File: src/rtl/muldiv_unit.sv
// muldiv_unit: iterative RV32M multiply/divide unit for the execute stage.
// Divide is radix-2 restoring. Multiply is shift-add, or a single-cycle
// combinational multiply when MULDIV_FAST_MUL_EN is defined.
// Results are held in DONE until the consumer takes them (valid/ready).
module muldiv_unit #(
    parameter int XLEN      = 32,
    parameter int TAG_WIDTH = 5
) (
    input  logic                 clk,
    input  logic                 reset_n,
    input  logic                 flush,
    input  logic                 in_valid,
    output logic                 in_ready,
    input  logic [7:0]           alu_operation,
    input  logic [XLEN-1:0]      operand_a,
    input  logic [XLEN-1:0]      operand_b,
    input  logic [TAG_WIDTH-1:0] rd_in,
    output logic                 result_valid,
    input  logic                 result_ready,
    output logic [XLEN-1:0]      result,
    output logic [TAG_WIDTH-1:0] rd_out,
    output logic                 busy
);

    // ALU operation codes shared with decode (isa.svh)
    localparam logic [7:0] ALU_OPERATIONS_MUL    = 8'h30;
    localparam logic [7:0] ALU_OPERATIONS_MULH   = 8'h31;
    localparam logic [7:0] ALU_OPERATIONS_MULHSU = 8'h32;
    localparam logic [7:0] ALU_OPERATIONS_MULHU  = 8'h33;
    localparam logic [7:0] ALU_OPERATIONS_DIV    = 8'h34;
    localparam logic [7:0] ALU_OPERATIONS_DIVU   = 8'h35;
    localparam logic [7:0] ALU_OPERATIONS_REM    = 8'h36;
    localparam logic [7:0] ALU_OPERATIONS_REMU   = 8'h37;

    localparam int            CW        = (XLEN > 1) ? $clog2(XLEN) : 1;
    localparam logic [CW-1:0] LAST_ITER = CW'(XLEN - 1);

    typedef enum logic [1:0] {IDLE, CALC, FIXUP, DONE} state_e;
    typedef enum logic [1:0] {SEL_LO, SEL_HI, SEL_QUO, SEL_REM} sel_e;

    state_e                 r_state;
    state_e                 w_state_next;
    sel_e                   r_sel;
    logic                   r_neg;
    logic [CW-1:0]          r_counter;
    logic [XLEN-1:0]        r_hi;
    logic [XLEN-1:0]        r_lo;
    logic [XLEN-1:0]        r_b;
    logic [XLEN-1:0]        r_result;
    logic [TAG_WIDTH-1:0]   r_rd;

    logic                   w_is_m;
    logic                   w_a_signed;
    logic                   w_b_signed;
    sel_e                   w_sel;
    logic                   w_is_mul;
    logic                   w_is_div;
    logic                   w_a_neg;
    logic                   w_b_neg;
    logic [XLEN-1:0]        w_a_mag;
    logic [XLEN-1:0]        w_b_mag;
    logic                   w_res_neg;
    logic                   w_div_zero;
    logic                   w_overflow;
    logic                   w_fast;
    logic                   w_special;
    logic [XLEN-1:0]        w_special_result;
    logic                   w_accept;
    logic [XLEN:0]          w_sum;
    logic [XLEN:0]          w_shift;
    logic [XLEN:0]          w_diff;
    logic [2*XLEN-1:0]      w_prod_fix;
    logic [XLEN-1:0]        w_quo_fix;
    logic [XLEN-1:0]        w_rem_fix;
    logic [XLEN-1:0]        w_fixed;
`ifdef MULDIV_FAST_MUL_EN
    logic [2*XLEN-1:0]      w_a_ext;
    logic [2*XLEN-1:0]      w_b_ext;
    logic [2*XLEN-1:0]      w_fast_prod;
`endif

    assign in_ready     = (r_state == IDLE);
    assign busy         = (r_state != IDLE);
    assign result_valid = (r_state == DONE);
    assign result       = r_result;
    assign rd_out       = r_rd;
    assign w_accept     = in_valid && in_ready && !flush;

    // Decode the op code into signedness and final result selection
    always_comb begin
        w_is_m     = 1'b0;
        w_a_signed = 1'b0;
        w_b_signed = 1'b0;
        w_sel      = SEL_LO;
        case (alu_operation)
            ALU_OPERATIONS_MUL:    begin w_is_m = 1'b1; w_a_signed = 1'b1; w_b_signed = 1'b1; w_sel = SEL_LO;  end
            ALU_OPERATIONS_MULH:   begin w_is_m = 1'b1; w_a_signed = 1'b1; w_b_signed = 1'b1; w_sel = SEL_HI;  end
            ALU_OPERATIONS_MULHSU: begin w_is_m = 1'b1; w_a_signed = 1'b1;                    w_sel = SEL_HI;  end
            ALU_OPERATIONS_MULHU:  begin w_is_m = 1'b1;                                       w_sel = SEL_HI;  end
            ALU_OPERATIONS_DIV:    begin w_is_m = 1'b1; w_a_signed = 1'b1; w_b_signed = 1'b1; w_sel = SEL_QUO; end
            ALU_OPERATIONS_DIVU:   begin w_is_m = 1'b1;                                       w_sel = SEL_QUO; end
            ALU_OPERATIONS_REM:    begin w_is_m = 1'b1; w_a_signed = 1'b1; w_b_signed = 1'b1; w_sel = SEL_REM; end
            ALU_OPERATIONS_REMU:   begin w_is_m = 1'b1;                                       w_sel = SEL_REM; end
            default: ;
        endcase
    end

    assign w_is_mul   = w_is_m && ((w_sel == SEL_LO) || (w_sel == SEL_HI));
    assign w_is_div   = w_is_m && ((w_sel == SEL_QUO) || (w_sel == SEL_REM));
    assign w_a_neg    = w_a_signed && operand_a[XLEN-1];
    assign w_b_neg    = w_b_signed && operand_b[XLEN-1];
    assign w_a_mag    = w_a_neg ? (~operand_a + XLEN'(1)) : operand_a;
    assign w_b_mag    = w_b_neg ? (~operand_b + XLEN'(1)) : operand_b;
    // Remainder takes the dividend's sign; product/quotient negative iff signs differ
    assign w_res_neg  = (w_sel == SEL_REM) ? w_a_neg : (w_a_neg ^ w_b_neg);
    assign w_div_zero = w_is_div && (operand_b == '0);
    assign w_overflow = w_is_div && w_a_signed && w_b_signed &&
                        (operand_a == {1'b1, {(XLEN-1){1'b0}}}) && (operand_b == '1);

`ifdef MULDIV_FAST_MUL_EN
    assign w_a_ext     = {{XLEN{w_a_neg}}, operand_a};
    assign w_b_ext     = {{XLEN{w_b_neg}}, operand_b};
    assign w_fast_prod = w_a_ext * w_b_ext;
    assign w_fast      = w_is_mul;
`else
    assign w_fast      = 1'b0;
`endif

    assign w_special = !w_is_m || w_div_zero || w_overflow || w_fast;

    // Result for ops that complete at accept time
    always_comb begin
        w_special_result = '0;
        if (w_div_zero) begin
            w_special_result = (w_sel == SEL_QUO) ? '1 : operand_a;
        end else if (w_overflow) begin
            w_special_result = (w_sel == SEL_QUO) ? operand_a : '0;
        end
`ifdef MULDIV_FAST_MUL_EN
        else if (w_fast) begin
            w_special_result = (w_sel == SEL_HI) ? w_fast_prod[2*XLEN-1:XLEN]
                                                 : w_fast_prod[XLEN-1:0];
        end
`endif
    end

    // One shift-add multiply step and one restoring divide step on magnitudes
    assign w_sum   = {1'b0, r_hi} + {1'b0, (r_lo[0] ? r_b : '0)};
    assign w_shift = {r_hi, r_lo[XLEN-1]};
    assign w_diff  = w_shift - {1'b0, r_b};

    assign w_prod_fix = r_neg ? (~{r_hi, r_lo} + (2*XLEN)'(1)) : {r_hi, r_lo};
    assign w_quo_fix  = r_neg ? (~r_lo + XLEN'(1)) : r_lo;
    assign w_rem_fix  = r_neg ? (~r_hi + XLEN'(1)) : r_hi;

    // Sign fixup and half/quotient/remainder selection
    always_comb begin
        w_fixed = '0;
        case (r_sel)
            SEL_LO:  w_fixed = w_prod_fix[XLEN-1:0];
            SEL_HI:  w_fixed = w_prod_fix[2*XLEN-1:XLEN];
            SEL_QUO: w_fixed = w_quo_fix;
            SEL_REM: w_fixed = w_rem_fix;
            default: w_fixed = '0;
        endcase
    end

    // FSM state register
    always_ff @(posedge clk or negedge reset_n) begin
        if (!reset_n) begin
            r_state <= IDLE;
        end else begin
            r_state <= w_state_next;
        end
    end

    // FSM next-state; flush wins over every other transition
    always_comb begin
        w_state_next = r_state;
        case (r_state)
            IDLE:    if (in_valid && !flush) w_state_next = w_special ? DONE : CALC;
            CALC:    if (r_counter == LAST_ITER) w_state_next = FIXUP;
            FIXUP:   w_state_next = DONE;
            DONE:    if (result_ready) w_state_next = IDLE;
            default: w_state_next = IDLE;
        endcase
        if (flush) begin
            w_state_next = IDLE;
        end
    end

    // Datapath: latch op at accept, iterate in CALC, fix up into the result
    always_ff @(posedge clk or negedge reset_n) begin
        if (!reset_n) begin
            r_sel     <= SEL_LO;
            r_neg     <= 1'b0;
            r_counter <= '0;
            r_hi      <= '0;
            r_lo      <= '0;
            r_b       <= '0;
            r_result  <= '0;
            r_rd      <= '0;
        end else if (w_accept) begin
            r_sel     <= w_sel;
            r_neg     <= w_res_neg;
            r_counter <= '0;
            r_rd      <= rd_in;
            r_hi      <= '0;
            r_lo      <= w_is_div ? w_a_mag : w_b_mag;
            r_b       <= w_is_div ? w_b_mag : w_a_mag;
            if (w_special) begin
                r_result <= w_special_result;
            end
        end else if (r_state == CALC && !flush) begin
            r_counter <= r_counter + CW'(1);
            if (r_sel == SEL_QUO || r_sel == SEL_REM) begin
                r_hi <= w_diff[XLEN] ? w_shift[XLEN-1:0] : w_diff[XLEN-1:0];
                r_lo <= {r_lo[XLEN-2:0], ~w_diff[XLEN]};
            end else begin
                r_hi <= w_sum[XLEN:1];
                r_lo <= {w_sum[0], r_lo[XLEN-1:1]};
            end
        end else if (r_state == FIXUP && !flush) begin
            r_result <= w_fixed;
        end
    end

endmodule
File: config.mk
export PLATFORM = sky130hd
export DESIGN_NAME = muldiv_unit
export DESIGN_NICKNAME = d
export VERILOG_FILES = /design/src/rtl/muldiv_unit.sv
export SDC_FILE = /design/constraint.sdc
export NUM_CORES = 1
export LEC_CHECK = 0
export CORE_MARGIN = 5
export CORE_UTILIZATION = 60
export CTS_CLUSTER_DIAMETER = 200
export DETAILED_ROUTE_END_ITERATION = 16
export HOLD_SLACK_MARGIN = 0.02
export PLACE_DENSITY = 0.9
export REMOVE_ABC_BUFFERS = 1
export SYNTH_ARGS = -nofsm -noshare
export SYNTH_HDL_FRONTEND = slang
export SYNTH_SLANG_ARGS = --single-unit
File: constraint.sdc
create_clock -name clk -period 4.8 [get_ports clk]
set_input_delay 1.2 -clock clk [delete_from_list [all_inputs] [get_ports clk]]
set_output_delay 1.2 -clock clk [all_outputs]
set_load 0.1 [all_outputs]
# == Word-level counts from Yosys, hierarchy flattened ==
# Index checks and enable logic that the tools add are counted.
# classes
mux,37
n_eq_ne,24
n_div,0
bitwise_logic,7
n_shift,0
n_mul,0
n_reduce_logical,33
add_sub_neg,8
magnitude_cmp,0
# op_table
op,n
$mux 32,22
$add 32x1->32 const B,4
$not 32->32,4
$pmux 32 s4,1
$add 64x1->64 const B,1
$eq 32x32->1 const B,2
$eq 8x6->1 const B,8
$mux 64,1
$not 64->64,1
$add 32x32->33,1
$sub 33x32->33,1
$logic_not 32->1,1
$logic_and 1x1->1,13
$eq 2x2->1 const B,6
$mux 2,5
$mux 5,2
$pmux 2 s4,1
$reduce_or 8->1,1
$ne 3x2->1 const B,2
$pmux 2 s3,1
$reduce_and 3->1,2
$reduce_bool 2->1,3
$add 5x1->5 const B,1
$eq 5x5->1 const B,1
other kinds (13),24
# totals
memories,0
latch_bits,0
word_cells,118
romBits,0
ram_bits,0
reg_bits,143

# == Longest topological paths before layout ==
# Gate-level depths: netlist of run 1.
# depth
word_depth,15
mapped_depth,15
depth_no_buf,14

# == Least setup slack after synthesis of run 1 ==
# Ideal clock, no wire load.
# synth_path
path_type,input -> register
startpoint,in operand_b[4]
endpoint,"reg r_result[27], in the netlist result[27]"
cell_stages,10
required_ns,4.674
path_buffers,2
path_slack_ns,0.842
t_arrival_ns,3.832
path_cell_list,or4_1 nor3_2 nand4_1 or3_1 nor4b_1 nor3b_1 o21a_1 buf_2 buf_2 a221o_1
# synth_between
elab_chain_cells,6
# synth_lines
element,line_no,rtl
from (decl),16,"input logic [XLEN-1:0] operand_b,"
$eq 32x32->1 / $logic_not 32->1 (equally long branches),"118, 116",
"$logic_and 1x1->1, on equally long branches","118, 116",
$mux 32 / $logic_or 1x1->1 (equally long branches),"136, 129",
$mux 32 / $logic_or 1x1->1 (equally long branches),"134, 129",
$mux 32 / $ne 2x2->1 (equally long branches),--,
$mux 32 / $reduce_and 3->1 (equally long branches),--,
to (signal assigned),212,r_result <= w_special_result;
to (signal assigned),224,r_result <= w_fixed;
to (decl),49,logic [XLEN-1:0] r_result;
# Several ways; a longest one is shown, not always the timed one. The select of a mux whose other input is x is not followed.
# A chain may end at the register's enable or synchronous reset.

# == Worst setup path after layout of run 1 ==
# layout_path
startpoint,in operand_a[2]
endpoint,"reg r_result[27], in the netlist result[27]"
# layout_between
elab_chain_cells,7
# layout_lines
element,line_no,rtl
from (decl),15,"input logic [XLEN-1:0] operand_a,"
$eq 32x32->1 *,118,"(operand_a == {1'b1, {(XLEN-1){1'b0}}}) && (operand_b == '1);"
$logic_and 1x1->1 *,117,assign w_overflow = w_is_div && w_a_signed && w_b_signed &&
$logic_and 1x1->1 *,118,
$mux 32,136,end else if (w_overflow) begin
$mux 32,134,if (w_div_zero) begin
$mux 32,211,if (w_special) begin
$mux 32,203,end else if (w_accept) begin
# Mark *: on every way between the ends. The rest lies on a longest branch, timed or not. The select of a mux whose other input is x is not followed.

==> results.toml, run 1 <==
[global_route]
grt_usage = 0.343
grt_pass1_vias = 14100
grt_pass1_wl_mm = 73.9
antenna_found_initial = 0
grt-ovfl-total = 0
grt_max_degree = 102

[floorplan]
io_pins = 122
chipHeight_um = 164
coreArea_um2 = 23300
num_rows = 56
start_util = 0.607
die_area_um2 = 26800
die_w_um = 164

[sta]
fin_crit_ps = 4180
max_slew_margin = 0.266
drv_slew = 0
worst_pin_slew_ps = 1100
setup_viol = 0
hold_violations = 0
fin_worst_skew_ps = 8.65
fmax_ghz = 0.239
timing.hold.ws_ps = 475
rsz0062_at_grt = "no"
period_share = 0.871

[clocking]
cts_tree = "yes"
post-cts-setup-buffers = 0
cts_buffer_depth = 2
cts.sinks = 143
clk_latency_ps = 430
htreeDepth = 4
cts-buffers-inserted = 17
cts_root_buffer = "clkbuf_16"
cts_hold_buf = 0
cts-resized-gates = 0
clk_pin_slew_ps = 60

[route]
wl_per_cell_um = 20.5
first_pass_iters = 6
wl_mm = 46.3
drc = 0
via_count = 14800
vias_per_cell = 6.54
drtIter0Drc = 1918
ant_nets = 0

[logic_synthesis]
synth_area_per_cell_um2 = 7.57
synth_edf_count = 0
ys_seq_elements = 143
synth_cell_types = 75
synth-main-ff-cell = "dfrtp_1"
syn_inst = 1873
ys_seq_area_frac = 0.252
ys_warn_count = 0
synthArstFlopShare = 1.00
syn_area_um2 = 14200

[pwr]
cellPowerDensity_nw_per_um2 = 675
vdd_ir_drop_max_mv = 0.410
p_leak_nw = 6.81

[place]
postPlaceCellArea_um2 = 15700
dpl.hpwl_mm = 34.4
place.gp.congestion = 1.00
io_buffers = 121

[run]
cap_violations = 0

[cells_and_area]
final_nets = 2090
syn_to_final_growth_pct = 15.3
fin_util = 0.700
drive_above_1_share = 0.0566
final_area_um2 = 16300
n_antenna_cell = 0

[status]
status = "complete, no violations"

[critical_path]
path_class = "primary input to flop"
startpoint_type = "primary input"
cp-end-kind = "flop"
critPathArrivalTime_ps = 4500
worstPathMaxFanout = 36
worst_ep_required_time_ps = 5120

[worst_hold_path]
hold_path_class = "flop to flop"
[cells in the final DEF (no fill, tap or decap), types with 28 or more instances in the layout]
master and instances:
dfrtp_1 141, a21oi_1 154, xor2_1 71, mux2i_1 66
nand2_1 223, buf_4 28, ha_1 75, o31ai_1 32
o211ai_1 67, inv_1 70, o21ai_0 161, nor3_1 30
nand2b_1 30, nor2_1 212, clkdlybuf4s50_1 120, xnor2_1 97
[cell type report]
type	instances	area [um2]
timing repair buffer	153	1500
multi-input combinational	1546	9940
fill	1808	6990
tap	319	399
clock buffer	21	470
sequential	143	3580
inverter	70	263
clock inverter	10	184
[power breakdown]
group          switching [mW]  leakage (nW)  internal [mW]  total [mW]
Clock                   0.557         0.315          0.960        1.52
Combinational            4.42          4.65           2.63        7.05
Sequential              0.771          1.84           1.69        2.46
[cells by family (layout without fill, tap and decap cells)]
group | Yosys count | after routing | synth area share
AO/OA/AOI/OAI | 584 | 584 | 0.260
XOR/XNOR | 169 | 169 | 0.104
adder cells (fa/ha/maj) | 77 | 77 | 0.0690
buffers and inverters | 184 | 254 | 0.0501
flip-flops | 143 | 143 | 0.252
multiplexers | 78 | 78 | 0.0561
AND/OR/NAND/NOR | 638 | 638 | 0.208
[critical path: stages]
cell and delay [ps]:
clkdlybuf4s50_1 510, nor3_1 450, nand2_1 140, nor3_1 310
and3_1 380, nand3_1 210, nor3_1 300, nor3b_1 140
o21a_1 180, buf_4 260, a221o_1 390
[metal layers]
layer,track usage,vias up,wire length (um)
met1,0.455,6898,18200
met3,0.0715,142,5090
met5,0,-,0
met4,0.152,0,1890
met2,0.542,926,21100
li1,-,6831,-
[final timing paths]
| path | start | endpoint | slack, ps | depth (start not counted) |
|---|---|---|---|---|
| hold / removal | rd_out[2] | rd_out[2] | 480 | 2 |
| min in group asynchronous | reset_n | r_counter[3] | 800 | 1 |
| setup reg to reg | r_lo[0] | r_hi[29] | 850 | 14 |
| max in group asynchronous | reset_n | r_hi[23] | 3150 | 2 |
| hold reg to reg | rd_out[2] | rd_out[2] | 480 | 2 |
| setup / recovery | operand_a[2] | result[27] | 620 | 11 |
[stage by stage]
| step | setup WS (ps) | std cells | power, mW | setup TNS [ps] |
|---|---|---|---|---|
| floorplan | -1530 | 1759 | 7.43 | -50090 |
| global placement | 330 | 2231 | 9.12 | 0 |
| detailed placement | 279 | 2231 | 9.28 | 0 |
| CTS | 708 | 2262 | 10.9 | 0 |
| global route | 451 | 2262 | 11.7 | 0 |
| finish | 620 | 2262 | 11.0 | 0 |
[registers in the layout (all words and copies together), names as in the netlist]
name,count
result,32
r_sel,2
r_lo,32
r_hi,32
r_state,2
r_counter,5
rd_out,5
r_b,32
r_neg,1
[cell usage after synthesis, drive strengths merged (5+ instances only)]
master   number  share of area
o31a          7         0.0043
nor4         15         0.0077
a21oi       155          0.055
xor2         72          0.044
nor2b        13         0.0057
nor2        213          0.056
nand3        20         0.0071
and3         11         0.0049
nor3b         5         0.0026
nand2       224          0.059
a211o        10         0.0062
a21o         14         0.0074
ha           75          0.066
buf          17         0.0058
dfrtp       143           0.25
nand2b       30          0.013
xnor2        97          0.060
a32oi         5         0.0031
o221ai        9         0.0056
a211oi       16         0.0085
a31oi        18         0.0079
a221o         7         0.0049
o211ai       67          0.035
o21ai       170          0.060
o31ai        34          0.019
nand4        24          0.012
o41ai         9         0.0056
o21a         10         0.0053
mux2i        66          0.047
nor3         33          0.012
or4          12         0.0077
or3          12         0.0060
a2bb2oi       7         0.0043
mux2         12         0.0095
and2         11         0.0049
o21bai        9         0.0048
a22oi        12         0.0064
inv          70          0.019
clkbuf       97          0.026
Power figures use the tool's default switching activity.
==> inputs of run 2 (changes only) <==
--- a/config.mk
+++ b/config.mk
@@ -5,7 +5,7 @@
 export SDC_FILE = /design/constraint.sdc
 export NUM_CORES = 1
 export LEC_CHECK = 0
-export CORE_MARGIN = 5
+export CORE_MARGIN = 4
 export CORE_UTILIZATION = 60
 export CTS_CLUSTER_DIAMETER = 200
 export DETAILED_ROUTE_END_ITERATION = 16
==> run 2 against run 1 <==
  * Clock skew is 1.2 ps higher
  * Count of clock-buffer cells in the layout shrank 2
  * First-iteration DRC count rose by 3.5%
==> results.toml, run 2 (synthesized netlist as in run 1, its figures left out) <==
[clocking]
clk_pin_slew_ps = 70
cts_tree = "yes"
cts_buffer_depth = 2
clk_latency_ps = 440
cts_root_buffer = "clkbuf_16"
htreeDepth = 4
cts-buffers-inserted = 17
post-cts-setup-buffers = 0
cts-resized-gates = 0
cts_hold_buf = 0
cts.sinks = 143

[global_route]
grt_max_degree = 98
grt_pass1_wl_mm = 72.5
grt_pass1_vias = 13600
grt_usage = 0.343
antenna_found_initial = 2
grt-ovfl-total = 0

[status]
status = "complete, no violations"

[floorplan]
die_w_um = 162
start_util = 0.618
chipHeight_um = 162
io_pins = 122
die_area_um2 = 26100
num_rows = 55
coreArea_um2 = 22900

[cells_and_area]
drive_above_1_share = 0.0586
register_area_um2 = 3580
syn_to_final_growth_pct = 14.5
n_antenna_cell = 0
multi_input_area_um2 = 9950
final_nets = 2094
most-common-layout-cells = "nand2_1 (223), nor2_1 (212), o21ai_0 (161)"
final_common_cell = "nand2_1"
fillers = 1802

[sta]
fin_worst_skew_ps = 9.88
worst_pin_slew_ps = 995
period_share = 0.916
max_slew_margin = 0.335
drv_slew = 0
fmax_ghz = 0.228
setup_viol = 0
tns_ps = 0
hold_violations = 0
fin_crit_ps = 4390
timing.hold.ws_ps = 476
rsz0062_at_grt = "no"

[route]
wl_per_cell_um = 20.3
drc = 0
via_count = 14900
vias_per_cell = 6.58
ant_nets = 0
drtIter0Drc = 1985
wl_mm = 45.8
first_pass_iters = 8

[run]
cap_violations = 0

[place]
dpl.hpwl_mm = 34.3
place.gp.congestion = 0.981
io_buffers = 121

[critical_path]
worstRegToRegCells = 15
endpoint = "result[27]"
cp-end-kind = "flop"
worstPathMaxFanout = 18
startpoint = "operand_b[5]"
path_class = "primary input to flop"
reg2reg_slack_ps = 940
worstReg2RegStart = "r_lo[31]"
startpoint_type = "primary input"
critPathArrivalTime_ps = 4720
r2r_end = "r_hi[18]"
worst_ep_required_time_ps = 5130

[pwr]
p_leak_nw = 6.76
vdd_ir_drop_max_mv = 0.632
cellPowerDensity_nw_per_um2 = 661

[worst_hold_path]
hold_path_class = "flop to flop"
run 2: cell types whose count changed in the layout (fill, tap and decap cells not counted), sizes merged:
| cell | before | now |
|---|---|---|
| clkbuf | 21 | 19 |
| bufinv | 5 | 0 |
| clkinvlp | 2 | 5 |
| inv | 70 | 71 |
| buf | 33 | 37 |
| clkinv | 3 | 6 |
run 2: report_power, final:
group / internal [mW] / total, mW / leakage [nW] / switching (mW)
combinational: 2.63 / 7.03 / 4.68 / 4.39
sequential: 1.69 / 2.46 / 1.84 / 0.770
clock: 0.658 / 1.23 / 0.241 / 0.572
total: 4.98 / 10.7 / 6.76 / 5.74
run 2: per-layer routing:
metal | GRT usage | up-vias | part of all wire
li1 | - | 6849 | -
met1 | 0.477 | 6863 | 0.40
met2 | 0.530 | 974 | 0.44
met3 | 0.0670 | 170 | 0.12
met4 | 0.132 | 4 | 0.043
met5 | 0 | - | 0.00046
run 2: final cells by class:
class	instances	share of cell area
multi-input combinational	1546	0.613
sequential	143	0.221
timing repair buffer	157	0.0937
clock buffer	19	0.0267
tap	313	0.0241
inverter	70	0.0162
clock inverter	12	0.00563
run 2: how the worst min path moves through the flow:
| stage | to | startpoint | cells past startpoint | slack (ps) |
|---|---|---|---|---|
| 2_1_floorplan | r_b[10] | r_b[10] | 2 | 450 |
| 3_3_place_gp | rd_out[0] | rd_out[0] | 2 | 460 |
| 3_5_place_dp | rd_out[2] | rd_out[2] | 2 | 460 |
| 4_1_cts | rd_out[3] | rd_out[3] | 2 | 480 |
| 5_1_grt | r_b[22] | r_b[22] | 2 | 500 |
| 6_report | rd_out[2] | rd_out[2] | 2 | 480 |
run 2: worst max-delay path: stages:
cell             delay (ps)
clkdlybuf4s50_1         470
or4_1                   570
nor3_2                  270
nand4_1                 300
or3_1                   470
nor4b_1                 380
buf_4                   200
nor3b_1                  80
o21a_1                  210
buf_4                   210
a221o_1                 360
run 2: stage by stage:
step | setup slack, ps | area, um2 | total power, mW | util | cells
floorplan | -1530 | 13700 | 7.43 | - | 1759
global placement | 148 | 15700 | 9.08 | 0.685 | 2229
detailed placement | 33.2 | 15700 | 9.27 | 0.685 | 2229
CTS | 461 | 16200 | 10.5 | 0.708 | 2260
global route | 231 | 16200 | 11.4 | 0.708 | 2260
finish | 405 | 16200 | 10.7 | 0.708 | 2260
